[src/rtl/music_rom_player_if.sv]
// ROM read bus and codec write-FIFO handshake for music_rom_player.
// master = player side, slave = ROM/codec side.
interface music_rom_player_if;
    logic [15:0] rom_address;
    logic [7:0]  rom_q;
    logic        write_ready;
    logic        write;
    logic [23:0] sample_out;

    modport master (
        output rom_address, write, sample_out,
        input  rom_q, write_ready
    );

    modport slave (
        input  rom_address, write, sample_out,
        output rom_q, write_ready
    );
endinterface

[src/rtl/music_rom_player.sv]
// Walks the music ROM, converts unsigned 8-bit samples to attenuated signed 24-bit ones
// and hands them to the codec FIFO. Optional wrap-around playback: MUSIC_ROM_PLAYER_LOOP_EN.
module music_rom_player #(
    parameter logic [15:0] LAST_ADDR   = 16'hFFFF,
    parameter int unsigned ROM_LATENCY = 1
) (
    input  logic                 clock,
    input  logic                 reset,
    input  logic                 play,
    input  logic                 restart,
    input  logic [2:0]           vol,
    music_rom_player_if.master   bus,
    output logic                 busy,
    output logic                 done
);

    typedef enum logic [2:0] {IDLE, FETCH, HOLD, PUSH, DONE} state_e;

    localparam logic [1:0] LAT_LAST = 2'(ROM_LATENCY - 1);

    state_e      state_q, state_d;
    logic [15:0] addr_q, addr_d;
    logic [1:0]  lat_q, lat_d;
    logic [23:0] sample_q, sample_d;
    logic        busy_q, busy_d;
    logic        done_q, done_d;
    logic        write_s;

    logic signed [23:0] conv;
    assign conv = {bus.rom_q ^ 8'h80, 16'h0000};

    always_ff @(posedge clock) begin
        if (reset) begin
            state_q  <= IDLE;
            addr_q   <= '0;
            lat_q    <= '0;
            sample_q <= '0;
            busy_q   <= 1'b0;
            done_q   <= 1'b0;
        end else begin
            state_q  <= state_d;
            addr_q   <= addr_d;
            lat_q    <= lat_d;
            sample_q <= sample_d;
            busy_q   <= busy_d;
            done_q   <= done_d;
        end
    end

    always_comb begin
        state_d  = state_q;
        addr_d   = addr_q;
        lat_d    = lat_q;
        sample_d = sample_q;
        done_d   = done_q;
        write_s  = 1'b0;

        // restart overrides every state, including the PUSH strobe
        if (restart) begin
            addr_d  = '0;
            lat_d   = '0;
            done_d  = 1'b0;
            state_d = play ? FETCH : IDLE;
        end else begin
            case (state_q)
                IDLE: begin
                    lat_d = '0;
                    if (play) state_d = FETCH;
                end
                FETCH: begin
                    if (!play) begin
                        lat_d   = '0;
                        state_d = IDLE;
                    end else if (lat_q == LAT_LAST) begin
                        sample_d = conv >>> vol;
                        lat_d    = '0;
                        state_d  = HOLD;
                    end else begin
                        lat_d = lat_q + 2'd1;
                    end
                end
                HOLD: begin
                    if (!play)            state_d = IDLE;
                    else if (bus.write_ready) state_d = PUSH;
                end
                PUSH: begin
                    write_s = 1'b1;
                    if (addr_q == LAST_ADDR) begin
`ifdef MUSIC_ROM_PLAYER_LOOP_EN
                        addr_d  = '0;
                        state_d = play ? FETCH : IDLE;
`else
                        done_d  = 1'b1;
                        state_d = DONE;
`endif
                    end else begin
                        addr_d  = addr_q + 16'd1;
                        state_d = play ? FETCH : IDLE;
                    end
                end
                DONE:    state_d = DONE;
                default: state_d = IDLE;
            endcase
        end

        busy_d = (state_d != IDLE) && (state_d != DONE);
    end

    assign bus.rom_address = addr_q;
    assign bus.write       = write_s;
    assign bus.sample_out  = sample_q;
    assign busy            = busy_q;
    assign done            = done_q;

endmodule
[src/flat_wrapper.sv]
// flat-port wrapper written by rule: the top's interface ports become plain ports
module music_rom_player_flat 
#(
    parameter logic [15:0] LAST_ADDR   = 16'hFFFF,
    parameter int unsigned ROM_LATENCY = 1
)
  (clock, reset, play, restart, vol, busy, done, bus_rom_address, bus_write, bus_sample_out, bus_rom_q, bus_write_ready);
  music_rom_player_if bus_i ();
  input  logic clock;
  input  logic reset;
  input  logic play;
  input  logic restart;
  input  logic [2:0] vol;
  output logic busy;
  output logic done;
  output wire logic [$bits(bus_i.rom_address)-1:0] bus_rom_address;
  output wire logic [$bits(bus_i.write)-1:0] bus_write;
  output wire logic [$bits(bus_i.sample_out)-1:0] bus_sample_out;
  input wire logic [$bits(bus_i.rom_q)-1:0] bus_rom_q;
  input wire logic [$bits(bus_i.write_ready)-1:0] bus_write_ready;
  assign bus_rom_address = bus_i.rom_address;
  assign bus_write = bus_i.write;
  assign bus_sample_out = bus_i.sample_out;
  assign bus_i.rom_q = bus_rom_q;
  assign bus_i.write_ready = bus_write_ready;
  music_rom_player #(.LAST_ADDR(LAST_ADDR), .ROM_LATENCY(ROM_LATENCY)) u_core (.clock(clock), .reset(reset), .play(play), .restart(restart), .vol(vol), .bus(bus_i), .busy(busy), .done(done));
endmodule
[config.mk]
export PLATFORM = sky130hd
export DESIGN_NAME = music_rom_player_flat
export DESIGN_NICKNAME = d
export VERILOG_FILES = /design/src/rtl/music_rom_player_if.sv /design/src/rtl/music_rom_player.sv /design/src/flat_wrapper.sv
export SDC_FILE = /design/constraint.sdc
export NUM_CORES = 1
export LEC_CHECK = 0
export ABC_AREA = 1
export CAP_MARGIN = 5
export CORE_MARGIN = 5
export CORE_UTILIZATION = 50
export CTS_CLUSTER_DIAMETER = 30
export CTS_CLUSTER_SIZE = 28
export DETAILED_ROUTE_END_ITERATION = 7
export DONT_BUFFER_PORTS = 1
export HOLD_SLACK_MARGIN = 0.15
export PLACE_DENSITY_LB_ADDON = 0.2
export RECOVER_POWER = 100
export SKIP_LAST_GASP = 1
export SYNTH_ARGS = -nofsm -noshare
export SYNTH_HDL_FRONTEND = slang
export SYNTH_SLANG_ARGS = --single-unit
[constraint.sdc]
create_clock -name clock -period 1.9 [get_ports clock]
set_input_delay 0.095 -clock clock [delete_from_list [all_inputs] [get_ports clock]]
set_output_delay 0.095 -clock clock [all_outputs]
set_load 0.01 [all_outputs]
==> results of run 1 <==
==> metrics by stage <==
step	total power, W	cells
floorplan	0.000953	351
global placement	0.000946	396
detailed placement	0.000946	396
CTS	0.00155	413
global route	0.00162	413
finish	0.00154	413
==> per-layer routing <==
| layer | vias to the layer above | global-route usage, % | wire (um) |
|---|---|---|---|
| li1 | 1119 | - | - |
| met1 | 959 | 24.6 | 2430 |
| met2 | 60 | 28.1 | 2300 |
| met3 | 6 | 6.91 | 498 |
| met4 | 0 | 6.82 | 90 |
| met5 | - | 0 | 0 |
==> worst paths after layout <==
check | from | end | slack, ps | depth (start not counted)
worst min-delay path | bus_rom_q[6] | u_core.bus.sample_out[22]$_SDFFE_PP0P_ | 150 | 4
worst max register to register | u_core.bus.rom_address[2]$_SDFFE_PP0P_ | u_core.bus.rom_address[7]$_SDFFE_PP0P_ | 210 | 7
worst min register to register | u_core.lat_q[0]$_SDFFE_PP0P_ | u_core.lat_q[0]$_SDFFE_PP0P_ | 500 | 2
worst max-delay path | u_core.bus.rom_address[2]$_SDFFE_PP0P_ | u_core.bus.rom_address[7]$_SDFFE_PP0P_ | 210 | 7
==> layout make-up <==
type	instances	area share, %
multi-input cells	259	50.6
flip-flops and latches	38	31.5
repair buffers	22	6.21
inverters	34	5.28
clock buffers	7	3.57
well taps	52	2.69
clock inverters	1	0.207
==> cell usage after synthesis, drive strengths merged (3+ instances only) <==
master  number  area share (%)
o211ai       8             2.7
clkbuf       4            0.67
ha           3             1.7
buf         16             5.4
nand4        4             1.1
nor2        38             7.5
nor3         5             1.3
a21oi       31             8.1
xor2         4             1.6
o21ai       19             4.8
nand3       19             4.2
dfxtp       38              34
nand2      113              19
inv         33             5.5
==> logic make-up after synthesis <==
group	Yosys count	synth area share, %
flip-flops	38	34.0
AO/OA/AOI/OAI	59	15.9
other	1	0.168
XOR/XNOR	6	2.35
adder cells (fa/ha/maj)	3	1.68
AND/OR/NAND/NOR	182	34.2
buffers and inverters	54	11.7
==> sequential cells by signal, summed over array words and instances (netlist names) <==
register                count
u_core.done                 1
u_core.bus.rom_address     16
u_core.busy                 1
u_core.state_q              3
u_core.bus.sample_out      15
u_core.lat_q                2
==> cell usage in the layout, fill, tap and decap left out, types with 4 or more instances in the layout <==
master	Yosys	routed
sky130_fd_sc_hd__conb_1	1	9
sky130_fd_sc_hd__dlygate4sd3_1	0	9
sky130_fd_sc_hd__dfxtp_1	38	38
sky130_fd_sc_hd__nand2_1	112	112
sky130_fd_sc_hd__o21ai_0	18	18
sky130_fd_sc_hd__xor2_1	4	4
sky130_fd_sc_hd__a21oi_1	24	26
sky130_fd_sc_hd__a21oi_2	7	5
sky130_fd_sc_hd__nand4_1	4	4
sky130_fd_sc_hd__nor3_1	4	4
sky130_fd_sc_hd__nor2_1	34	35
sky130_fd_sc_hd__inv_1	32	32
sky130_fd_sc_hd__nand3_1	19	19
sky130_fd_sc_hd__o211ai_1	8	8
sky130_fd_sc_hd__clkbuf_8	0	6
sky130_fd_sc_hd__clkbuf_1	4	11
==> repair_timing <==
item                                    in CTS  in global routing
endpoints found under the setup margin       0                  0
hold buffers                                 9                  0
setup buffers                                0                  0
hold endpoints to repair                    25                  0
==> worst max-delay path: stages, from the launching register on <==
cell and delay (ps):
sky130_fd_sc_hd__dfxtp_1 470, sky130_fd_sc_hd__nand2_1 150, sky130_fd_sc_hd__nor2_4 160, sky130_fd_sc_hd__nand2_2 90, sky130_fd_sc_hd__o21ai_2 310, sky130_fd_sc_hd__buf_4 240, sky130_fd_sc_hd__nand2_1 60, sky130_fd_sc_hd__a21oi_1 140
==> power by group through the flow <==
stage	Sequential, W	Clock [W]	Combinational, W
after floorplan	0.000836	0	0.000117
after global placement	0.000839	0	0.000108
after detailed placement	0.000839	0	0.000107
after CTS	0.000820	0.000598	0.000134
after global routing	0.000821	0.000640	0.000154
final	0.000820	0.000583	0.000135
==> impl.org, run 1 <==
** Cells and area
- Fin nets :: between 300 and 400
- Share of final-layout standard cells stronger than drive strength 1 :: 6.37%
- Register area :: ~760 sq um
- For this run, the share of the core covered by cells in the final layout is approximately 56%.
- Area growth, synth to finish :: 7.99%
- In the final layout, the multi-input gates occupy approximately 1200 sq um.
- After filler insertion, the fill cell instance count of the layout stands at approximately 450.
- Summing all non-filler instances in the final layout gives an area of ~2400 sq um.
- The repair_antennas step left the layout with diodes totalling 0.

** Routing
- Final routed DRC violation total :: 0
- Dividing the detail-routed wire length by the instance count gives 12.9 um.
- Iter 0 DRT Violations :: roughly 150
- After detailed routing, the total wire length is about 5300 um.
- Number of nets with antenna violations after detailed routing :: 0
- The first detailed-routing pass ran for 4 iterations.
- Across all layers, the routed design uses between 2k and 2.5k vias.
- Dividing the detail-routed via count by the number of cells gives between 5 and 6.

** Clock tree
- The clock net in this run drives a total of 38 sinks.
- Count of cells resized by post-cts repair :: 0
- TritonCTS clock tree :: built
- The H-tree generated during clock tree synthesis spans 2 levels.
- Clock-pin slew was measured on the worst setup and hold paths at 80 ps.
- In this run the clock root is driven by a sky130_fd_sc_hd__clkbuf_8.
- Worst skew pair latency :: 300 ps
- Counting along the longest clock path gives a buffer depth of 2.
- Buffers inserted during clock tree synthesis total 5.

** Yosys
- Counting flops with an async set or reset pin after synthesis yields a share of 0%.
- Counting flops and latches in the post-synthesis netlist gives 38.
- After synthesis, the mean cell area works out to roughly 6.5 sq um.
- Among all flip-flop cells after synthesis, the most frequent one is sky130_fd_sc_hd__dfxtp_1.
- Number of enable-type register cells in the synthesized netlist :: 0
- In this run the cell area of the synthesized design comes to 2240 sq um.
- Synthesis instantiated 29 different standard cells from the library.
- Sequential area share after synthesis :: roughly a third
- Synth warnings :: 0
- Syn Inst Count :: ~340

** GRT
- The number of global-route vias before repair was 1,964.
- Entering global routing, the biggest net connects 20 pins.
- Global-route wire length before repair :: 9160 um
- After global routing the overflow that remains totals 0.
- The initial antenna violation count was 0.
- Global Route Usage Sum :: between 10% and 20%

** Setup path
- Worst setup SP type :: flop
- For the worst setup path, the data arrival time is 1920 ps.
- Of all nets on the critical path, the largest fanout is 9.
- Crit end category :: flop
- For the worst setup path, the data required time is ~2100 ps.
- The setup path with the least slack is of type flop to flop.

** Placement
- Count of buffers from port buffering :: 0
- Before CTS, the worst setup slack after placement is approximately 290 ps.
- Routability-driven placement finished with a final weighted congestion of between 0.8 and 0.9.
- Summing all placed instances gives a cell area of roughly 2300 sq um.
- The HPWL after detailed placement is between 3000 and 4000 um.

** STA
- Setup Skew :: roughly 4.5 ps
- Aggregate negative setup slack :: 0 ps
- Least-Margin Pin Slew :: between 500 and 600 ps
- The max-slew violation count was 0.
- Setup violations remaining at the end of the flow were counted as 0.
- Final critical path time including I/O delays and setup :: around 1700 ps
- Static timing analysis puts the maximum clock frequency at between 0.5 and 0.6 GHz.
- Tightest hold margin :: 148 ps
- Relative slew slack :: between 60% and 70%
- Final hold violation count :: 0
- Setup repair after global routing left no endpoint under its margin.
- Once routing completed, OpenROAD measured the worst setup slack at about 210 ps.
- Final cycle utilization of the critical path :: 89.2%

** Floorplanning
- After floorplanning, the core was divided into 24 placement rows.
- ~60 I/O pins were placed.
- From bottom edge to top edge, the die measures roughly 77 um.
- In this run the horizontal extent of the chip is just under 80 um.
- Starting density of the core :: 51.4%
- The floorplan step defined a die boundary enclosing approximately 5900 sq um.
- Core Footprint :: roughly 4400 sq um

** Power
- Summed over all cells, the static leakage comes to 0.960 nW.
- The analysis attributes to net switching a power of a little under 0.0004 W.
- Dividing total power by cell area gives a power density of about 640 nW/um^2.
- Internal Dissipation :: 0.00115 W
- Flop pwr share :: 53.3%
- Sw Share :: about 25%
- Combinational logic is responsible for roughly 8.8% of the overall power.
- Fraction of power consumed by the clock network :: 37.9%
- Max IR drop VDD :: between 0.0003 and 0.0004 V

** Flow run
- Number of maximum-capacitance violations :: 0

** Outcome
- Run status :: finished, final reports clean

** Hold path
- Path category of the worst min-delay check :: primary input to flop
(Power assumes the default switching activity.)
==> run 2: changes to the inputs <==
- CORE_UTILIZATION: 50 -> 63
==> impl.org, run 2 (synthesis gave the netlist of run 1 again) <==
** Outcome
- The flow ran to the end, and the final reports show no timing, DRC or antenna violations.

** Routing
- The first TritonRoute pass finished after 7 iterations.
- The detailed router placed roughly 2.4k vias in this run.
- In this run the remaining antenna-violating nets after routing total 0.
- After detailed routing, the average wire length per cell comes to around 15 um.
- Total wire length :: roughly 6300 um
- Iter 0 DRT Violations :: 221
- Vias/cell :: 5.62
- In the routed design, unresolved DRC markers number 0.

** Placement
- Count of buffers from port buffering :: 0
- Routability cong. :: approximately 0.86
- Final HPWL from detailed placement :: 3920 um

** Hold path
- Worst Hold Path EP :: u_core.bus.sample_out[13]$_SDFFE_PP0P_
- The tightest min-delay check is of the primary input to flop type.
- Worst hold path cell count :: 7
- Launch point of the worst hold path :: vol[0]

** Floorplanning
- The floorplan step defined a core boundary enclosing between 3000 and 4000 sq um.
- In this run the count of I/O pins placed on the die edge is between 50 and 60.
- The floorplan step set the die height to between 60 and 70 um.
- FP Rows :: 21
- For this configuration, the core starts out at a cell density of between 60 and 70%.
- DIE AREA :: approximately 4800 sq um
- Floorplan die width :: just under 70 um

** Setup path
- Setup slack, reg-to-reg :: 160 ps
- In this run the critical register-to-register path is launched from u_core.lat_q[0]$_SDFFE_PP0P_.
- For the worst flop-to-flop path, the logic depth is 7.
- At the worst endpoint, the required time is between 2000 and 2500 ps.
- Of all nets on the critical path, the largest fanout is 10.
- In this run the critical register-to-register path is captured at u_core.bus.sample_out[16]$_SDFFE_PP0P_.
- STA puts the critical path data arrival time at around 2000 ps.
- STA classifies the critical path startpoint as a flop.
- The critical path is of the flop to flop type.
- Crit end category :: flop

** Flow run
- Number of maximum-capacitance violations :: 0

** Clock tree
- Max clock buf depth :: 2
- Clock latency on the worst-skew pair, taken at its later pin, is approximately 350 ps.
- The clock net in this run drives a total of 38 sinks.
- In this run the number of H-tree levels came out at 2.
- TritonCTS clock tree :: built
- Clock input transition at the sequential cells of the worst setup and hold paths :: around 120 ps
- TritonCTS created 5 clock buffers.
- In this run the post-CTS setup repair buffer count came out at 0.
- Master cell of the clock root buffer :: sky130_fd_sc_hd__clkbuf_4

** STA
- Setup repair after global routing left no endpoint under its margin.
- Between clock sinks in the finished design, the worst skew comes to approximately 8.2 ps.
- Aggregate negative setup slack :: 0 ps
- Static timing analysis puts the maximum clock frequency at roughly 0.58 GHz.
- Final Max Slew Viols :: 0
- Tightest hold margin :: 192 ps
- Final cycle utilization of the critical path :: between 90 and 100%
- At the pin with the least slew margin, the transition time is between 500 and 600 ps.
- Final critical path time including I/O delays and setup :: ~1700 ps
- The number of hold-slack violations in the final timing report came to 0.
- Relative slew slack :: around three fifths
- Setup violations remaining at the end of the flow were counted as 0.

** Cells and area
- In the layout the commonest cells are sky130_fd_sc_hd__nand2_1, sky130_fd_sc_hd__dfxtp_1, sky130_fd_sc_hd__nor2_1.
- Number of flip-flops under the largest register name :: 16
- Area growth, synth to finish :: 17.0%
- Share of final-layout standard cells stronger than drive strength 1 :: 6.02%
- Final cell utilization of the core :: between 70% and 80%
- Most common library cell in the layout ignoring fill and taps :: sky130_fd_sc_hd__nand2_1
- 0 antenna diodes ended up in the layout.
- Fin nets :: 400

** GRT
- Initial antenna violation count :: 0
- GRT overflow :: 0
- Vias in the first global route :: roughly 2.2k
- The first global-routing pass estimated ~11,000 um of wire.
- Global routing consumed, over all layers together, a little over a quarter of the routing resources.
- Maximum number of pins on one net before global-route repair :: 16

** Power
- Dividing total power by cell area gives a power density of 660 nW/um^2.
- Across the VDD grid, the largest voltage drop is 0.000540 V.
- The analysis attributes to cell leakage a power of ~1.0 nW.
==> run 2: where the power goes <==
part | internal [W] | total [W] | switching, W
clock | 0.000446 | 0.000729 | 0.000283
sequential | 0.000808 | 0.000820 | 0.0000128
combinational | 0.0000726 | 0.000181 | 0.000108
total | 0.00133 | 0.00173 | 0.000404
==> run 2: area by class of cell <==
class	count	area (sq um)
multi-input combinational	259	1230
fill	233	769
sequential	38	761
timing repair buffer	43	332
inverter	34	128
clock inverter	2	60.1
tap	46	57.6
clock buffer	6	51.3
==> run 2: worst max-delay path by stage <==
stage / startpoint / endpoint / depth (start not counted)
floorplan: u_core.bus.rom_address[0]$_SDFFE_PP0P_ / u_core.bus.rom_address[15]$_SDFFE_PP0P_ / 9
global placement: u_core.bus.rom_address[0]$_SDFFE_PP0P_ / u_core.bus.rom_address[12]$_SDFFE_PP0P_ / 8
detailed placement: u_core.bus.rom_address[0]$_SDFFE_PP0P_ / u_core.bus.rom_address[9]$_SDFFE_PP0P_ / 8
CTS: bus_rom_q[0] / u_core.bus.sample_out[11]$_SDFFE_PP0P_ / 7
global route: u_core.lat_q[0]$_SDFFE_PP0P_ / u_core.bus.sample_out[16]$_SDFFE_PP0P_ / 7
finish: u_core.lat_q[0]$_SDFFE_PP0P_ / u_core.bus.sample_out[16]$_SDFFE_PP0P_ / 7
==> run 2: routing by layer <==
metal / vias to the layer above / track usage [%] / wire length [um]
met2: 126 / 42.7 / 2880
met4: 0 / 13.4 / 249
met5: - / 0 / 0
met1: 1089 / 32.4 / 2570
met3: 30 / 8.41 / 597
li1: 1162 / - / -
==> run 2: critical path, stage by stage, from the launching register on <==
cell and delay (ps):
sky130_fd_sc_hd__dfxtp_1 340, sky130_fd_sc_hd__inv_1 80, sky130_fd_sc_hd__ha_1 180, sky130_fd_sc_hd__nand3_1 110, sky130_fd_sc_hd__nor3_2 270, sky130_fd_sc_hd__clkbuf_2 310
sky130_fd_sc_hd__nand3_1 160, sky130_fd_sc_hd__a21oi_1 190
==> run 2: timing repair <==
| action | in CTS | in global routing |
|---|---|---|
| gates resized for setup | 0 | 2 |
| hold endpoints to repair | 25 | 0 |
| hold buffers | 25 | 0 |
| setup endpoints to repair | 0 | 7 |
==> run 2: stage by stage <==
stage / instance area, sq um / total power [W] / worst slack, ps / cells
3_3_place_gp: 2330 / 0.000945 / 392 / 395
4_1_cts: 2690 / 0.00172 / 39.3 / 428
5_1_grt: 2620 / 0.00180 / 44.0 / 428
2_1_floorplan: 2270 / 0.000953 / 332 / 351
3_5_place_dp: 2330 / 0.000945 / 314 / 395
6_report: 2620 / 0.00173 / 161 / 428
